[config.mk]
export PLATFORM = sky130hd
export DESIGN_NAME = rbuf_ring
export DESIGN_NICKNAME = d
export VERILOG_FILES = /design/src/rtl/rbuf_pkg.sv /design/src/rtl/rbuf_ring_rise_det.sv /design/src/rtl/rbuf_ring.sv
export SDC_FILE = /design/constraint.sdc
export NUM_CORES = 1
export LEC_CHECK = 0
export BUFFER_PORTS_ARGS = -buffer_cell sky130_fd_sc_hd__buf_2
export CORE_MARGIN = 5
export CORE_UTILIZATION = 48
export DETAILED_ROUTE_END_ITERATION = 10
export PLACE_DENSITY = 0.86
export SYNTH_ARGS = -nofsm -noshare
export SYNTH_HDL_FRONTEND = slang
export SYNTH_SLANG_ARGS = --single-unit
[constraint.sdc]
create_clock -name clk -period 1.9 [get_ports clk]
set_input_delay 0.095 -clock clk [delete_from_list [all_inputs] [get_ports clk]]
set_output_delay 0.095 -clock clk [all_outputs]
set_load 0.02 [all_outputs]
[src/rtl/rbuf_pkg.sv]
// Shared types and defaults for the ring-buffer write controller.
// FSM encodings match the BRAM-side bring-up documentation.
package rbuf_pkg;

  typedef enum logic [1:0] {
    IDLE  = 2'd0,
    WRITE = 2'd1,
    DONE  = 2'd2
  } state_t;

  localparam int M_DEF    = 4;
  localparam int ADDR_DEF = 5;
  localparam int DATA_DEF = 12;

endpackage

[src/rtl/rbuf_ring_rise_det.sv]
// Rising-edge detector with a registered history bit.
// A level held high yields a single-cycle pulse.
module rise_det (
  input  logic clk,
  input  logic rst,
  input  logic d,
  output logic pulse
);

  logic d_q;

  always_ff @(posedge clk or negedge rst) begin
    if (!rst) d_q <= 1'b0;
    else      d_q <= d;
  end

  assign pulse = d & ~d_q;

endmodule

[src/rtl/rbuf_ring.sv]
// Ring-buffer write controller: one BRAM write per en rise,
// head wraps over M slots, done pulses after each commit.
module rbuf_ring
  import rbuf_pkg::*;
#(
  parameter int M         = M_DEF,
  parameter int ADDR_SIZE = ADDR_DEF,
  parameter int DATA_SIZE = DATA_DEF
) (
  input  logic                 clk,
  input  logic                 rst,
  input  logic                 en,
  input  logic [DATA_SIZE-1:0] di,
  output logic [ADDR_SIZE-1:0] addr,
  output logic [DATA_SIZE-1:0] dout,
  output logic                 owe,
  output logic                 done
);

  localparam logic [ADDR_SIZE-1:0] LAST =
    ADDR_SIZE'(M - 1);

  state_t               state, state_n;
  logic [ADDR_SIZE-1:0] head, head_n;
  logic [ADDR_SIZE-1:0] addr_n;
  logic [DATA_SIZE-1:0] dout_n;
  logic                 owe_n, done_n;
  logic                 rise;

  rise_det u_rise (
    .clk   (clk),
    .rst   (rst),
    .d     (en),
    .pulse (rise)
  );

  // Outputs are computed for the next state so they register cleanly.
  always_comb begin
    state_n = state;
    head_n  = head;
    addr_n  = addr;
    dout_n  = dout;
    owe_n   = 1'b0;
    done_n  = 1'b0;
    unique case (1'b1)
      (state == IDLE): begin
        if (rise) begin
          addr_n  = head;
          dout_n  = di;
          owe_n   = 1'b1;
          state_n = WRITE;
        end
      end
      (state == WRITE): begin
        head_n  = (head == LAST) ? '0
                                 : head + 1'b1;
        done_n  = 1'b1;
        state_n = DONE;
      end
      (state == DONE): begin
        state_n = IDLE;
      end
      default: begin
        state_n = IDLE;
      end
    endcase
  end

  always_ff @(posedge clk or negedge rst) begin
    if (!rst) begin
      state <= IDLE;
      head  <= '0;
      addr  <= '0;
      dout  <= '0;
      owe   <= 1'b0;
      done  <= 1'b0;
    end else begin
      state <= state_n;
      head  <= head_n;
      addr  <= addr_n;
      dout  <= dout_n;
      owe   <= owe_n;
      done  <= done_n;
    end
  end

endmodule

# Yosys cells after proc, flatten, opt, wreduce, memory -nomap -nowiden
# Index checks and enable logic that the tools add are counted.
word_totals:
  reg_bits: 27
  input_bits: 15
  output_inout_bits: 19
op_classes:
  addsub: 1
  eq_ne: 3
  muxes: 6
  bitwise: 2
  reduce_logical: 2
ops:
  columns: ["cell", "n"]
  rows:
  - ["adder 5 x 1 -> 5 bit (second input constant)", 1]
  - ["equality test 5 x 2 -> 1 bit (second input constant)", 1]
  - ["2-to-1 mux 5 bit", 1]
  - ["one-hot mux 2 bit (2 select lines)", 1]
  - ["2-to-1 mux 1 bit", 3]
  - ["equality test 2 x 1 -> 1 bit (second input constant)", 1]
  - ["zero test 2 bit", 1]
  - ["2-to-1 mux 2 bit", 1]
  - ["inequality test 2 bit (second input constant)", 1]
  - ["AND reduction 2 bit", 1]
  - ["AND 1 bit", 1]
  - ["NOT 1 bit", 1]

# Depth between registers and ports, before layout
# Gate-level depths: netlist of run 1.
depth:
  word_depth: 4
  ltp_mapped: 4
  mapped_depth_nobuf: 4

# Hierarchy
# A second synthesis of run 1 with hierarchy kept.
unflattened:
  hier_cells: 68
  area_unflattened_um2: 1092.3
modules_own_cells:
  columns: ["mod", "instances", "cells_per_inst", "area_each_um2"]
  rows:
  - ["rbuf_ring", 1, 66, 1053.5]
  - ["rise_det", 1, 2, 38.8]

# Worst setup path after synthesis of run 1
# OpenSTA, ideal clock, no wires.
synth_timing:
  path_type: "flip-flop to flip-flop"
  from: "reg state[0]"
  to: "reg dout[10]"
  arrival_ps: 1444
  path_slack_ps: 331
  stages_incl_launch_ff: 4
  n_path_buf: 1
  path_cell_list: "dfrtp_1 > nor4b_4 > buf_6 > mux2_2"
synth_between:
  elab_chain_len: 2
synth_lines:
  columns: ["element", "line", "source"]
  rows:
  - ["start, declared", "rbuf_ring.sv:23", "state_t state, state_n;"]
  - ["start signal, assigned", "rbuf_ring.sv:78", "state <= state_n;"]
  - ["zero test 2 bit", "rbuf_ring.sv:46", "(state == IDLE): begin"]
  - ["AND reduction 2 bit (no source line)", null, null]
  - ["end signal, assigned", "rbuf_ring.sv:81", "dout <= dout_n;"]
  - ["end, declared", "rbuf_ring.sv:15", "output logic [DATA_SIZE-1:0] dout,"]
# Every way passes these cells.
# A chain may end at the register's enable or synchronous reset.

# Final worst setup path of run 1
layout_timing:
  from: "reg head[0]"
  to: "reg head[0]"
layout_between:
  elab_chain_len: 2
  elab_cells_between_ends: 3
  cone_classes: "add/sub (1); eq/ne (1); mux (1)"
layout_lines:
  columns: ["element", "line", "source"]
  rows:
  - ["start, declared", "rbuf_ring.sv:24", "logic [ADDR_SIZE-1:0] head, head_n;"]
  - ["start signal, assigned", "rbuf_ring.sv:79", "head <= head_n;"]
  - ["adder 5 x 1 -> 5 bit or equality test 5 x 2 -> 1 bit (tied branches)", "rbuf_ring.sv:56, rbuf_ring.sv:55", null]
  - ["2-to-1 mux 5 bit *", "rbuf_ring.sv:55", "head_n = (head == LAST) ? '0"]
# Mark *: on every way between the ends. The rest lies on a longest branch, timed or not.

==> results.md, run 1 <==
- Status: complete, no violations
- Gate power share: 0.275
- Post-route DRC: 0
- Path type of the worst setup path: reg2reg
- Startpoint types: flip-flop
- CTS clk-pin slew, worst paths: 130 ps
- Yosys top cell by area: dfrtp_1
- Yosys cell types: 16
- Hpwl dp: around 1400 um
- Worst Max-Slew Pin Slew: around 600 ps
- Share of layout cells above drive strength 1: 0.5000
- Worst flop-to-flop path endpoint: head[0]
- Dpl ws: 394.5 ps
- DR vias/cell: 4.957
- PwrDens: 987.9 nW/um2
- Cells after Synth: 66
- CTS Buffer Depth: 2
- Final worst-path cycle share: 0.8086
- Gr ovfl total: 0
- Synthesized area per cell: between 15 and 20 um2
- Worst Path Max Fanout: 4
- Synthesized cell area: 1030 um2
- Max_cap viols: 0
- Hold wc startpoint: di[10]
- Sw Share: 0.3146
- Worst IR Drop VDD: 0.0005190 V
- Worst skew pair latency: 320 ps
- Initial Util: 0.5144
- Met3 WL: about 170 um
- Drt wl/cell: around 14 um
- Vias in the first global route: 744
- Full die area: 3171 um2
- Syn-to-layout area delta: 32.81%
- Setup slack after layout: 363.6 ps
- P_sw: 425.1 uW
- RSZ-0062 raised after global routing: no
- Slew Limit Headroom: 0.6055
- GPL Wtd Cong: around 0.71
- Row Count: 16
- Global-route wire length before repair: 3387 um
- Synth top area share: 0.6561
- Syn nets: 82
- WHS Path Cells: 2
- Top-count cell post-synth: dfrtp_1
- Int Pwr: approximately 930 uW
- Clock share of power: 0.182
- CTS tree: built
- Initial antenna violation count: 0
- Setup Skew: 5.595 ps
- Ys async rst share: 1.000
- Critical Path RT: 2100 ps
- Clock sink total: 27
- Core area: 2002 um2
- Final WL: roughly 2000 um
- Die Height: about 56 um
- Largest net degree at the start of global routing: 28
- Nets: 131
- First-pass DRT Iterations: 4
- Antenna Cells: 0
- Sequential area share after synthesis: 0.6561
- Count of final hold-check violations: 0
- WL met2: 987 um
- M1 WL: 773 um
- DRT iter0 DRCs: 11
- Antenna Nets Post-Route: 0
- Post-synth EDFFs: 0
- Synthesis-stage register bit count: 27
- R2R Setup Slk: roughly 360 ps
- Quantity of I/O buffers inserted on ports: 33
- Reg-to-Reg Start: head[0]
- Hold EP: dout[10]
- CTS root buffer: clkbuf_4
- H-tree levels: 1
- Hold crit path type: in2reg
- R2R cell count: 4
- Critical Path AT: 1740 ps
- Via count: about 700
- Number of top-level pins: 34
- Synth area leaders: dfrtp_1, mux2_2, nor4b_4
- Final min period: 1536 ps
- Post-CTS Setup Inserts: 0
- Post-synth top cells: dfrtp_1, mux2_2
- TritonCTS Buffers: 3
- Die W: 56.32 um
- Leak pwr: 0.6726 nW
- Final count of pins violating max slew: 0
- Top_reg_cell synth: dfrtp_1
- Setup tns final: 0 ps
- Top Metal Used: met4
- Syn. warnings: 0
- Max Fclk: 650.9 MHz
- CP endpoint kind: flip-flop
- Final Util: 0.6831
- Seq pwr share: 0.543
- Total track usage: 0.1411
- Final setup violation count: 0
[metal layers]
layer / up-vias / GRT usage
li1: 326 / -
met4: 0 / 0.1051
met2: 30 / 0.2304
met1: 334 / 0.1551
met3: 9 / 0.03899
met5: - / 0
[sequential cells by signal (all words and copies together), names as in the netlist]
register    cells
done            1
addr            5
head            5
state           2
u_rise.d_q      1
dout           12
owe             1
[worst max-delay path by stage]
stage	startpoint	end
floorplan	state[0]	dout[10]
global placement	head[0]	head[1]
CTS	head[1]	head[0]
global route	head[1]	head[0]
finish	head[0]	head[0]
detailed placement	head[0]	head[0]
[per-stage QoR]
step	cell area [um2]	power, mW	hold WS (ps)	std cells
2_1_floorplan	1030	0.9694	-200.6	66
3_3_place_gp	1221	1.085	117.7	125
3_5_place_dp	1221	1.103	133.3	125
4_1_cts	1368	1.366	3.602	141
5_1_grt	1368	1.439	3.072	141
6_report	1368	1.351	14.27	141
[critical path: stages (launching register included)]
cell	delay [ps]
dfrtp_1	420
ha_1	210
or4b_2	610
nand3_1	110
o21ai_0	80
[repair_timing]
item,in CTS,in global routing
hold buffers,12,0
endpoints found under the setup margin,0,0
gates resized for setup,0,0
hold endpoints to repair,38,0
[layout by cell type (no fill, tap or decap), types with 2 or more instances in the layout]
cell           instances
nand4_1                2
mux2_2                18
dlygate4sd3_1         12
nor2b_1                2
inv_1                  2
dfrtp_1               27
nand3_1                2
o21ai_0                2
buf_2                 33
xnor2_1                2
nor2_1                 2
clkbuf_4               3
[layout make-up]
| cell class | instances | area (um2) |
|---|---|---|
| inverter | 2 | 7.507 |
| sequential | 27 | 675.6 |
| fill | 147 | 634.4 |
| multi-input combinational | 35 | 331.6 |
| tap | 27 | 33.78 |
| clock buffer | 4 | 26.28 |
| timing repair buffer | 46 | 292.8 |
[power groups by stage]
stage	Sequential, mW	Combinational, mW	Clock, mW
global placement	0.739	0.345	0
global route	0.750	0.411	0.279
finish	0.734	0.372	0.245
floorplan	0.839	0.131	0
detailed placement	0.746	0.357	0
CTS	0.736	0.377	0.254
[cells by family (layout without fill, tap and decap cells)]
| logic type | after synthesis | count (layout) | share of synthesized area |
|---|---|---|---|
| AO/OA/AOI/OAI | 2 | 2 | 0.009721 |
| AND/OR/NAND/NOR | 12 | 12 | 0.08626 |
| flip-flops | 27 | 27 | 0.6561 |
| buffers and inverters | 4 | 52 | 0.02187 |
| adder cells (fa/ha/maj) | 1 | 1 | 0.01215 |
| XOR/XNOR | 2 | 2 | 0.01701 |
| multiplexers | 18 | 18 | 0.1968 |
Power figures use the tool's default switching activity.
==> run 2, diff against run 1 <==
- CORE_ASPECT_RATIO: default -> 1.75
- CORE_UTILIZATION: 48 -> 43
- PLACE_DENSITY: 0.86 -> 0.82
- clock period: 1.9 -> 1.2 ns (I/O delays scaled with it)
==> results.md, run 2 (synthesis results as in run 1) <==
- TritonCTS Buffers: 3
- Number of top-level pins: 34
- Worst IR Drop VDD: roughly 0.0010 V
- Hold crit path type: in2reg
- Syn-to-layout area delta: 51.03%
- Multi-input gate area in the final layout: 427.9 um2
- GPL Wtd Cong: ~0.68
- CTS clk-pin slew, worst paths: 90 ps
- Vias in the first global route: 795
- Path type of the worst setup path: reg2reg
- CTS tree: built
- RSZ-0062 raised after global routing: yes
- Largest net degree at the start of global routing: 28
- DR vias/cell: about 5.1
- Critical Path AT: 1600 ps
- Antenna Nets Post-Route: 0
- Seq. cell area: 675.6 um2
- Row Count: 23
- Startpoint types: flip-flop
- Setup slack after layout: -244.4 ps
- Quantity of I/O buffers inserted on ports: 33
- Worst skew pair latency: approximately 270 ps
- Largest register FFs: 12
- Status: finished, violations left
- Setup Skew: 3.591 ps
- Regs by FF count: dout x12, addr x5, head x5
- CTS Buffer Depth: 2
- Share of layout cells above drive strength 1: 0.6555
- PwrDens: 1661 nW/um2
- Filler cells: 179
- R2R cell count: 4
- Final setup violation count: 20
- Total track usage: 0.1423
- Final WL: 2481 um
- Failing checks: setup timing
- Drt wl/cell: approximately 17 um
- First-pass DRT Iterations: 4
- Worst Path Max Fanout: 4
- Critical Path RT: 1360 ps
- Core area: 2302 um2
- Count of final hold-check violations: 0
- Setup tns final: -4080 ps
- Max Fclk: between 600 and 700 MHz
- Full die area: 3512 um2
- Antenna Cells: 0
- Final count of pins violating max slew: 0
- Final min period: 1444 ps
- Die Height: 74.74 um
- Commonest non-fill, non-tap cell in the layout: buf_2
- Clock sink total: 27
- Final worst-path cycle share: 1.204
- Initial antenna violation count: 0
- CTS root buffer: clkbuf_8
- Gr ovfl total: 0
- WHS Path Cells: 2
- Global-route wire length before repair: 3594 um
- Worst Max-Slew Pin Slew: around 580 ps
- Slew Limit Headroom: 0.6142
- DRT iter0 DRCs: 11
- CP endpoint kind: flip-flop
- Via count: 741
- Max_cap viols: 0
- Commonest cells after routing, fill and taps aside: buf_2, dfrtp_1, mux2_4, buf_4, buf_6
- Largest register by flop count: dout
- Post-route DRC: 0
- Leak pwr: 0.7908 nW
- Nets: 136
- Die W: between 40 and 50 um
- Final total power: 2.583 mW
- Initial Util: 0.4473
- H-tree levels: 1
-- run 2: where the power goes --
part	internal [mW]	total [mW]	leakage, nW	switching [mW]
sequential	1.07	1.17	0.339	0.106
combinational	0.490	0.907	0.429	0.417
clock	0.237	0.501	0.0228	0.264
total	1.80	2.58	0.791	0.786
-- run 2: repair_timing --
action / in CTS / in global routing
hold buffers: 2 / 0
endpoints found under the setup margin: 22 / 20
buffers inserted: 1 / 2
gates resized for setup: 4 / 19
gates cloned: 0 / 3
endpoints found under the hold margin: 28 / 0
pin swaps: 2 / 1
-- run 2: final timing paths --
path,slack (ps),end,start
min in group asynchronous,310,dout[1],rst
max in group asynchronous,500,head[1],rst
hold reg to reg,510,dout[1],dout[1]
setup reg to reg,-240,dout[9],state[1]
setup / recovery,-240,dout[9],state[1]
hold / removal,20,dout[0],di[0]
-- run 2: final cells by class --
| cell class | count | area share |
|---|---|---|
| clock buffers | 4 | 0.02896 |
| repair buffers | 51 | 0.2365 |
| well taps | 25 | 0.02011 |
| inverters | 2 | 0.004827 |
| multi-input cells | 35 | 0.2751 |
| flip-flops and latches | 27 | 0.4344 |
-- run 2: metrics by stage --
| step | utilization | hold WS [ps] | area, um2 | cells | setup WS, ps |
|---|---|---|---|---|---|
| 3_3_place_gp | 0.5712 | 79.89 | 1315 | 132 | -162.5 |
| 2_1_floorplan | - | -235.6 | 1050 | 66 | -358.7 |
| 4_1_cts | 0.6087 | 13.00 | 1401 | 139 | -233.5 |
| 6_report | 0.6755 | 18.35 | 1555 | 144 | -244.4 |
| 3_5_place_dp | 0.5712 | 92.06 | 1315 | 132 | -228.9 |
| 5_1_grt | 0.6755 | 17.26 | 1555 | 144 | -272.5 |
-- run 2: worst max-delay path, cell delays in order (launching register included) --
cell     delay (ps)
dfrtp_1         430
nor4b_4         270
buf_6           170
buf_6           120
mux2_2          330
-- run 2: layer usage --
layer | global-route usage | routed length (um) | vias to the layer above
met5 | 0 | 0 | -
met4 | 0.04615 | 24 | 0
met3 | 0.02871 | 140 | 2
met2 | 0.2375 | 1292 | 25
met1 | 0.1805 | 1023 | 378
li1 | - | - | 336
